`config.mk`:
```
export PLATFORM = sky130hd
export DESIGN_NAME = shift_add_mult
export DESIGN_NICKNAME = d
export VERILOG_FILES = /design/src/rtl/shift_add_mult_pkg.sv /design/src/rtl/shift_add_mult_fa.sv /design/src/rtl/shift_add_mult.sv
export SDC_FILE = /design/constraint.sdc
export NUM_CORES = 1
export LEC_CHECK = 0
export CAP_MARGIN = 30
export CORE_ASPECT_RATIO = 1.5
export CORE_MARGIN = 2
export CORE_UTILIZATION = 50
export DETAILED_ROUTE_END_ITERATION = 10
export PLACE_DENSITY = 0.88
export SYNTH_ARGS = -nofsm -noshare
export SYNTH_HDL_FRONTEND = slang
export SYNTH_SLANG_ARGS = --single-unit
```
`constraint.sdc`:
```
create_clock -name clk -period 2.7 [get_ports clk]
set_input_delay 0.27 -clock clk [delete_from_list [all_inputs] [get_ports clk]]
set_output_delay 0.27 -clock clk [all_outputs]
set_load 0.05 [all_outputs]
```
`src/rtl/shift_add_mult_pkg.sv`:
```
// Shared types for the shift-and-add multiplier: FSM state encoding and counter sizing.
package shift_add_mult_pkg;

    typedef enum logic [1:0] {
        ST_IDLE = 2'd0,
        ST_CALC = 2'd1,
        ST_DONE = 2'd2
    } state_t;

    // Iteration counter must hold the value n itself, not just n-1.
    function automatic int cnt_w(input int n);
        return $clog2(n + 1);
    endfunction

endpackage

```
`src/rtl/shift_add_mult_fa.sv`:
```
// N-bit ripple-carry adder; purely combinational, no latency, no backpressure.
module shift_add_mult_fa #(
    parameter int N = 4
) (
    input  logic [N-1:0] a,
    input  logic [N-1:0] b,
    input  logic         cin,
    output logic [N-1:0] s,
    output logic         cout
);

    always_comb begin
        logic c;
        c = cin;
        s = '0;
        for (int i = 0; i < N; i++) begin
            s[i] = a[i] ^ b[i] ^ c;
            c    = (a[i] & b[i]) | (a[i] & c) | (b[i] & c);
        end
        cout = c;
    end

endmodule

```
`src/rtl/shift_add_mult.sv`:
```
// Sequential unsigned NxN multiplier, one partial product per clock, 2N-bit product.
// Latency N+1 cycles from accepted start to done; start is ignored while busy.
module shift_add_mult
    import shift_add_mult_pkg::*;
#(
    parameter int N = 4
) (
    input  logic           clk,
    input  logic           rst,
    input  logic           start,
    input  logic [N-1:0]   a,
    input  logic [N-1:0]   b,
    output logic           busy,
    output logic           done,
    output logic [2*N-1:0] p
);

    localparam int CW = cnt_w(N);

    state_t          state;
    state_t          state_nxt;
    logic [CW-1:0]   cnt;
    logic [N-1:0]    m;
    logic [N-1:0]    acc;
    logic [N-1:0]    q;
    logic [N-1:0]    addend;
    logic [N-1:0]    sum;
    logic            cout;
    logic [2*N-1:0]  shifted;
    logic            last_iter;

    assign addend    = q[0] ? m : '0;
    // Carry-out becomes the new ACC MSB, so no sum bit is dropped by the shift.
    assign shifted   = {cout, sum, q[N-1:1]};
    assign last_iter = (cnt == CW'(1));

    shift_add_mult_fa #(.N(N)) u_fa (
        .a    (acc),
        .b    (addend),
        .cin  (1'b0),
        .s    (sum),
        .cout (cout)
    );

    always_comb begin
        state_nxt = state;
        busy      = (state != ST_IDLE);
        case (state)
            ST_IDLE: if (start)     state_nxt = ST_CALC;
            ST_CALC: if (last_iter) state_nxt = ST_DONE;
            ST_DONE:                state_nxt = ST_IDLE;
            default:                state_nxt = ST_IDLE;
        endcase
    end

    always_ff @(posedge clk) begin
        if (rst) begin
            state <= ST_IDLE;
            cnt   <= '0;
            m     <= '0;
            acc   <= '0;
            q     <= '0;
            p     <= '0;
            done  <= 1'b0;
        end else begin
            state <= state_nxt;
            done  <= 1'b0;
            case (state)
                ST_IDLE: begin
                    if (start) begin
                        m   <= a;
                        q   <= b;
                        acc <= '0;
                        cnt <= CW'(N);
                    end
                end
                ST_CALC: begin
                    {acc, q} <= shifted;
                    cnt      <= cnt - CW'(1);
                    // Product is registered on the last iteration so p and done appear together in DONE.
                    if (last_iter) begin
                        p    <= shifted;
                        done <= 1'b1;
                    end
                end
                default: ;
            endcase
        end
    end

endmodule

```
==> results by group <==
Status
  • Status: finished, final reports clean

Setup path
  • Crit Path Class: reg2reg
  • Crit path from: q[0]
  • Slowest library cell on the worst path: fa_1
  • R2R Path Start: q[0]
  • Worst EP arrival: between 2000 and 3000 ps
  • Worst r2r path cells: 7
  • Reg2reg setup slack: 370 ps
  • Critical Path RT: around 3000 ps
  • CP Cell Sequence: and2_1, ha_1, fa_1, fa_1, inv_1, fa_1, o32ai_1
  • WP buf/inv: 1
  • Crit-path max cell delay: approximately 450 ps
  • CP startpoint kind: flip-flop
  • Critical Path End Type: flip-flop
  • RR Endpoint: acc[2]
  • Crit Path Max Fanout: 5
  • WP depth: 7
  • Crit path top cell by count: fa_1
  • Worst setup path endpoint: acc[2]
  • Top cell family by delay on the critical path: adder cells

CTS
  • Num CTS Buffers: 3
  • Hold buffer count at cts: 0
  • CTS tree: yes
  • # resized after CTS: 0
  • Clock latency on the worst-skew pair: about 320 ps
  • Clk root buf: clkbuf_4
  • Clk sinks: 26
  • Clock slew at reported path FFs: ~130 ps
  • Number of buffers inserted by post-CTS setup repair: 0
  • # H-tree levels: 1
  • Maximum clock insertion buffer count: 2

Logic synthesis
  • Async S/R FF share, synth: 0%
  • Syn Inst Count: approximately 110
  • Flops & latches, synth: 26
  • Yosys warnings: 0
  • Mapped Nets: 130
  • Cell Area, Synth: around 1200 um^2
  • Most used DFF post-synth: dfxtp_1
  • Synth cell types: 29
  • Leading area contributor after synthesis: dfxtp_1
  • Post-synth EDFFs: 0
  • Top post-synthesis cells by count: dfxtp_1 (26), nor2_1 (20), mux2i_1 (14), a211oi_1 (6)
  • Area contributors post-synth: dfxtp_1 (44%), mux2i_1 (12%), nor2_1 (6.4%), fa_1 (5.1%), a211oi_1 (3.9%)
  • Post-synthesis sequential area ratio: between 40% and 50%
  • Most frequent cell after synthesis: dfxtp_1
  • Synth top area share: between 40% and 50%
  • Mean Syn Cell Area: around 10 um^2

Floorplan
  • Die Footprint: between 2000 and 3000 um^2
  • Die height: 63.2 um
  • Initial Utilization: a little over half
  • Chip Width: 43.5 um
  • Std-Cell Rows: 21
  • # IOs: 21
  • Core area: about 2200 um^2

Power
  • Leakage power: ~0.51 nW
  • Maximum VDD drop: roughly 0.3 mV
  • PwrDens: 507 nW/um^2

GRT
  • Grt ovf: 0
  • First-pass GRT wire length: ~3700 um
  • Pin count of the biggest net entering global routing: 15
  • Initial antenna violation count: 0
  • GRT Resource Usage Total: between 10% and 20%
  • Number of global-route vias before repair: about 900

Final layout
  • Fin nets: 149
  • Layout cells sized above 1: 9.23%
  • Filler Cells Inserted: approximately 190
  • Antenna Cells: 0
  • Layout area overhead: 17.4%
  • Finished Layout Cells: roughly 150
  • Final core occ: between 60% and 70%

STA
  • Worst-Margin Slew: 599 ps
  • Min cycle time layout: between 2000 and 2500 ps
  • Worst slew margin: approximately 60%
  • RSZ-0062 raised after global routing: no
  • FMAX: around 0.43 GHz
  • Final worst slack: between 300 and 400 ps
  • Setup Viol. Count Final: 0
  • TNS Setup: 0 ps
  • Slew Viols, Final: 0
  • Final Hold Fails: 0
  • Clock Skew: 7.37 ps
  • Final period utilization: 86.3%

Min path
  • Hold Crit Start: p[3]
  • Min-Delay Path Class: reg2reg

Place
  • IO Port Bufs: 20
  • DP Worst Slack: about 380 ps
  • DP Wirelength: 1540 um
  • RePlAce Congestion: approximately 0.75
  • Placed Instances: 150

Drt
  • Drt pass-1 iters: 4
  • Drt drc: 0
  • Detail Route Antenna Nets: 0
  • Final WL: ~2000 um
  • Routed vias: roughly 820
  • Wire per inst: roughly 13 um
  • Vias per cell: between 5 and 6
  • DRT iter0 DRCs: 15

Job
  • Maxcap violations: 0
## worst min-delay path: cells and delay by family, from the launching register on
kind	cells	cell delay, ps
flops	1	350
mux	1	60
simple gates	1	70
## per-stage QoR
step                hold slack (ps)  power, mW  cell area [um^2]
finish                          508      0.696              1370
global route                    538      0.728              1370
CTS                             501      0.700              1370
detailed placement              480      0.544              1350
global placement                468      0.539              1350
floorplan                       417      0.510              1170
## worst min-delay path by stage
stage | cells past startpoint | endpoint
floorplan | 2 | m[0]
global placement | 2 | m[0]
detailed placement | 2 | p[3]
CTS | 2 | acc[0]
global route | 2 | acc[0]
finish | 2 | p[3]
## power breakdown
group | total (mW) | internal, mW | switching (mW)
clock network | 0.162 | 0.0524 | 0.109
registers | 0.423 | 0.403 | 0.0196
logic | 0.112 | 0.0553 | 0.0565
total | 0.696 | 0.511 | 0.186
## registers in the layout (all words and copies together) (netlist names)
| register | cells |
|---|---|
| q | 4 |
| state | 2 |
| p | 8 |
| cnt | 3 |
| acc | 4 |
| m | 4 |
| done | 1 |
## cells by family (layout without fill, tap and decap cells)
logic type | after synthesis | count (layout) | synth area share (%)
buffers and inverters | 11 | 28 | 5.99
adder cells (fa/ha/maj) | 6 | 6 | 8.34
flip-flops | 26 | 26 | 44.5
AND/OR/NAND/NOR | 39 | 39 | 18.0
AO/OA/AOI/OAI | 17 | 17 | 11.2
multiplexers | 14 | 14 | 12.0
## placed cells by master, fill, tap and decap left out
master           netlist  layout
fa_1                   3       3
nor3b_4                1       1
buf_4                  1       1
and2b_1                1       1
clkbuf_4               0       3
and4bb_4               1       1
o21ai_0                3       3
clkdlybuf4s50_1        0      20
or2_2                  1       1
and2_1                 3       3
inv_1                  4       4
dfxtp_1               26      26
nand2b_1               2       2
nor2b_1                2       2
a211oi_1               6       6
mux2i_1               14      14
nand3b_1               2       2
a21oi_1                2       2
ha_1                   3       3
nand2_1                4       4
o21ba_2                1       1
nor2_2                 2       2
o22a_1                 2       2
a211oi_2               2       2
nor2_1                20      20
o32ai_1                1       1
## final cells by class
class | instances | area (um^2) | share of cell area, %
Clock buffer | 3 | 22.5 | 1.64
Inverter | 4 | 15.0 | 1.09
Multi-Input combinational cell | 76 | 579 | 42.2
Sequential cell | 26 | 520 | 37.9
Tap cell | 23 | 28.8 | 2.09
Timing Repair Buffer | 21 | 208 | 15.1
## metal layers
layer / global-route usage [%] / vias to the layer above / routed length (um)
li1: - / 417 / -
met1: 20.9 / 378 / 884
met2: 28.7 / 17 / 1030
met3: 2.87 / 7 / 71
met4: 7.95 / 0 / 52
met5: 0 / - / 0
Note: power is estimated with default switching activity, not from simulation.
